===== src/rtl/dmem_pkg.sv =====
// rtl/dmem_pkg.sv - shared types and helpers for the data-memory arbiter
package dmem_pkg;

  typedef enum logic [1:0] {
    IDLE   = 2'd0,
    ACCESS = 2'd1,
    WAIT   = 2'd2,
    DONE   = 2'd3
  } state_t;

  localparam int DEF_AW = 8;
  localparam int DEF_DW = 8;

  // Width of a core index; a single core still needs one bit
  function automatic int idx_width(input int n);
    return (n > 1) ? $clog2(n) : 1;
  endfunction

endpackage


===== src/rtl/dmem_arbiter_rr_picker.sv =====
// rtl/dmem_arbiter_rr_picker.sv - combinational round-robin winner select
module rr_picker #(
  parameter int N  = 2,
  parameter int IW = 1
) (
  input  logic [N-1:0]  req,
  input  logic [IW-1:0] last,
  output logic [IW-1:0] win,
  output logic          valid
);

  // Scan last+1, last+2, ... modulo N and take the first requester
  always_comb begin
    win   = '0;
    valid = 1'b0;
    for (int k = 1; k <= N; k++) begin
      if (!valid && req[(int'(last) + k) % N]) begin
        valid = 1'b1;
        win   = IW'((int'(last) + k) % N);
      end
    end
  end

endmodule


===== src/rtl/dmem_arbiter.sv =====
// rtl/dmem_arbiter.sv - round-robin sharing of one byte-wide sync RAM between cores
module dmem_arbiter
  import dmem_pkg::*;
#(
  parameter int NCORES = 2,
  parameter int AW     = DEF_AW,
  parameter int DW     = DEF_DW
) (
  input  logic                 clk,
  input  logic                 rst,
  input  logic [NCORES-1:0]    rden,
  input  logic [NCORES-1:0]    wren,
  input  logic [NCORES*AW-1:0] Address,
  input  logic [NCORES*DW-1:0] Din,
  input  logic [DW-1:0]        RAMq,
  output logic [NCORES-1:0]    acq,
  output logic [DW-1:0]        Dq,
  output logic [AW-1:0]        RAMAddress,
  output logic [DW-1:0]        RAMDin,
  output logic                 RAMwren
);

  localparam int IW = idx_width(NCORES);

  state_t            state;
  logic [IW-1:0]     win_q;
  logic [IW-1:0]     last;
  logic              is_write;
  logic [NCORES-1:0] req;
  logic [IW-1:0]     pick;
  logic              pick_valid;

  // A core requests on either enable; write wins when both are set
  always_comb begin
    req = rden | wren;
  end

  rr_picker #(
    .N  (NCORES),
    .IW (IW)
  ) u_picker (
    .req   (req),
    .last  (last),
    .win   (pick),
    .valid (pick_valid)
  );

  // Transaction sequencer: arbitrate in IDLE, drive RAM, capture data, ack, advance pointer
  always_ff @(posedge clk) begin
    if (rst) begin
      state      <= IDLE;
      win_q      <= '0;
      last       <= IW'(NCORES - 1);
      is_write   <= 1'b0;
      acq        <= '0;
      Dq         <= '0;
      RAMAddress <= '0;
      RAMDin     <= '0;
      RAMwren    <= 1'b0;
    end else begin
      case (state)
        IDLE: begin
          if (pick_valid) begin
            win_q      <= pick;
            RAMAddress <= Address[pick*AW +: AW];
            RAMDin     <= Din[pick*DW +: DW];
            RAMwren    <= wren[pick];
            is_write   <= wren[pick];
            state      <= ACCESS;
          end
        end
        ACCESS: begin
          RAMwren <= 1'b0;
          state   <= WAIT;
        end
        WAIT: begin
          if (!is_write) begin
            Dq <= RAMq;
          end
          acq[win_q] <= 1'b1;
          state      <= DONE;
        end
        DONE: begin
          acq   <= '0;
          last  <= win_q;
          state <= IDLE;
        end
        default: begin
          state <= IDLE;
        end
      endcase
    end
  end

endmodule


===== config.mk =====
export PLATFORM = sky130hd
export DESIGN_NAME = dmem_arbiter
export DESIGN_NICKNAME = d
export VERILOG_FILES = /design/src/rtl/dmem_pkg.sv /design/src/rtl/dmem_arbiter_rr_picker.sv /design/src/rtl/dmem_arbiter.sv
export SDC_FILE = /design/constraint.sdc
export NUM_CORES = 1
export LEC_CHECK = 0
export BUFFER_PORTS_ARGS = -buffer_cell sky130_fd_sc_hd__buf_2
export CAP_MARGIN = 20
export CORE_MARGIN = 4
export CORE_UTILIZATION = 41
export DETAILED_ROUTE_END_ITERATION = 8
export PLACE_DENSITY = 0.8
export SETUP_SLACK_MARGIN = 0.5
export SLEW_MARGIN = 15
export SYNTH_ARGS = -nofsm -noshare
export SYNTH_HDL_FRONTEND = slang
export SYNTH_SLANG_ARGS = --single-unit

===== constraint.sdc =====
create_clock -name clk -period 1.4 [get_ports clk]
set_clock_uncertainty 0.1 [all_clocks]
set_input_delay 0.07 -clock clk [delete_from_list [all_inputs] [get_ports clk]]
set_output_delay 0.07 -clock clk [all_outputs]
set_load 0.05 [all_outputs]

==> results.tsv <==
stage	metric	value	unit
logic_synthesis	yosysTopAreaCell	dfxtp_1	
worst_setup_path	cp.required	1.53	ns
drt	drt_iter0_markers	184	
placement	io_buffers	72	
logic_synthesis	ys_ff_latch	32	
global_route	overflow	0	
sta	post-route-worst-setup-slack	-0.136	ns
worst_setup_path	end_kind	flip-flop	
final_layout	antenna_cells	0	
worst_setup_path	crit_path_start_kind	flip-flop	
drt	drcViolationCount	0	
sta	rsz0062_at_grt	yes	
clock_tree	cts_tree	yes	
final_layout	multi_input_area	943	um2
die	io_pins	73	
min_path	hp-class	in -> reg	
die	start_util	43.6	%
global_route	grt_max_degree	18	
logic_synthesis	ys_types	26	
global_route	antenna_found_initial	0	
logic_synthesis	synth_nets	213	
final_layout	nNetsFinal	352	
drt	routed_wl	7060	um
logic_synthesis	yosys_warnings	0	
worst_setup_path	crit_fanout	14	
clock_tree	cts_made_buffers	5	
clock_tree	clk_latency	0.35	ns
power_and_ir_drop	p_per_area	1840	nW/um2
die	rows	21	
clock_tree	cts_buffer_depth	2	
drt	ant_nets	0	
global_route	grt_usage	28.0	%
logic_synthesis	ys_seq_area_share	43.0	%
logic_synthesis	synth_area_per_cell	9.13	um2
die	core_area	3420	um2
die	die-area	4660	um2
sta	hold_viol	1	
clock_tree	htree_levels	2	
drt	viasPerCell	5.42	
final_layout	nFillCells	138	
die	die_y	68.3	um
sta	period_minus_slack	1.54	ns
sta	fin_crit_sh	110	%
final_layout	syn2layout_area_growth	108	%
placement	gp_congestion	0.739	
worst_setup_path	path_class	reg -> reg	
run_status	status	finished with violations	
sta	setup_viol	28	
worst_setup_path	critPathArrivalTime	1.67	ns
job	maxCapViolations	0	
die	die_w	68.3	um
global_route	grt_pass1_vias	1991	
sta	holdWs	-0.00586	ns
sta	timing.slew.headroom	78.5	%
final_layout	drive_above_1_share	64.0	%
placement	dp_hpwl	2920	um
clock_tree	cts_sinks	32	
clock_tree	cts_root_buffer	clkbuf_4	
sta	maxSlewViolCount	0	
clock_tree	clk_pin_slew_worst_paths	0.13	ns
power_and_ir_drop	vdd.ir_drop.worst	1500	uV
drt	drt_first_pass_iters	4	
power_and_ir_drop	p_leak	1.33	nW
sta	worstMarginPinSlew	0.322	ns
drt	wl_per_cell	20.2	um
logic_synthesis	synth_top_area_share	43.0	%
logic_synthesis	synthCells	163	
logic_synthesis	syn_area	1490	um2
logic_synthesis	synthTopCellsByArea	dfxtp_1, a211oi_2, nor2_1, a21oi_1, mux2i_1	
final_layout	utilization	90.7	%
sta	max_freq	0.651	GHz
drt	vias	1891	
sta	tns	-2.51	ns
run_status	violations	hold timing, setup timing	
final_layout	final-seq-area	682	um2
global_route	grt_pass1_wl	9480	um
==> placed cells by master (no fill, tap or decap), types with 3 or more instances in the layout <==
master,netlist,routed
buf_2,4,45
dlygate4sd3_1,0,41
buf_8,0,28
dfxtp_2,0,27
nor2_1,29,26
buf_4,2,22
a21oi_2,2,16
nand2_1,18,16
a211oi_2,16,16
mux2i_1,8,5
clkbuf_4,0,5
buf_6,2,5
a21oi_4,0,3
nor2_2,0,3
mux2i_2,0,3
dfxtp_1,32,3
buf_12,0,3
==> final timing paths <==
check / slack (ns) / end / start / depth (start not counted)
worst max register to register: -0.14 / RAMDin[2]$_SDFFE_PP0P_ / state[1]$_SDFFE_PP0P_ / 6
worst max-delay path: -0.14 / RAMDin[2]$_SDFFE_PP0P_ / state[1]$_SDFFE_PP0P_ / 6
worst min register to register: 0.44 / Dq[0]$_SDFFE_PP0P_ / Dq[0]$_SDFFE_PP0P_ / 2
worst min-delay path: -0.006 / win_q$_SDFFE_PP0P_ / rst / 2
==> per-layer routing <==
metal | global-route usage (%) | share of wire (%) | vias up
li1 | - | - | 839
met1 | 27.4 | 34 | 916
met2 | 54.3 | 55 | 108
met3 | 7.06 | 6.3 | 28
met4 | 12.7 | 4.1 | 0
met5 | 0 | 0 | -
==> layout make-up <==
cell class              instances  share of cell area [%]
multi-input cells             115                    30.4
well taps                      46                    1.86
inverters                       4                   0.565
clock inverters                 3                   0.767
repair buffers                144                    43.2
clock buffers                   5                    1.21
flip-flops and latches         32                    22.0
==> synth_stat cells, drive strengths merged <==
library cell and count:
o21ai 2, dfxtp 32, a31oi 1, nand3 1, inv 4, a211oi 16, mux2i 8, a22oi 1
nor2 29, nor4 1, nor3 3, ha 4, clkbuf 4, nor3b 1, a211o 1, or2b 2
o21a 1, nor2b 3, o221a 1, a21oi 21, nand2 18, buf 8, a21o 1
==> metrics by stage <==
stage | total power, mW | std cells | hold WS [ns] | worst slack, ns | cell area [um2]
final | 5.70 | 349 | -0.00586 | -0.136 | 3100
after global routing | 5.91 | 349 | 0.00548 | -0.176 | 3100
after CTS | 5.15 | 343 | -0.0341 | -0.0242 | 2940
after detailed placement | 3.76 | 285 | 0.220 | -0.0451 | 2060
after global placement | 3.71 | 285 | 0.211 | -0.00521 | 2060
after floorplan | 3.17 | 163 | 0.117 | 0.0280 | 1570
==> registers in the layout (all words and copies together) (netlist names) <==
signal	count
RAMwren	1
acq	2
Dq	8
last	1
RAMDin	8
is_write	1
win_q	1
RAMAddress	8
state	2
==> worst max-delay path: stages (launching register included) <==
cell	delay (ns)
dfxtp_2	0.36
inv_2	0.08
ha_4	0.17
or2b_4	0.31
buf_12	0.17
a21oi_2	0.14
a211oi_2	0.08
==> what timing repair did <==
| action | CTS | global route |
|---|---|---|
| setup endpoints to repair | 59 | 59 |
| gates resized for setup | 117 | 26 |
| endpoints found under the hold margin | 26 | 1 |
| pin swaps | 2 | 5 |
| setup buffers | 10 | 5 |
| hold buffers | 40 | 1 |
==> cells by family after synthesis <==
group,Yosys count,share of synthesized area (%)
buf+inv,16,5.88
fa+ha+maj,4,3.36
compound gates,45,25.0
flops,32,43.0
mux,8,5.38
simple gates,58,17.4
==> where the power goes <==
part	leakage (nW)	switching [mW]	internal [mW]
combinational	1.02	1.97	1.68
sequential	0.275	0.251	1.21
clock	0.0274	0.392	0.198
No activity file was read; power rests on OpenSTA's default activity.
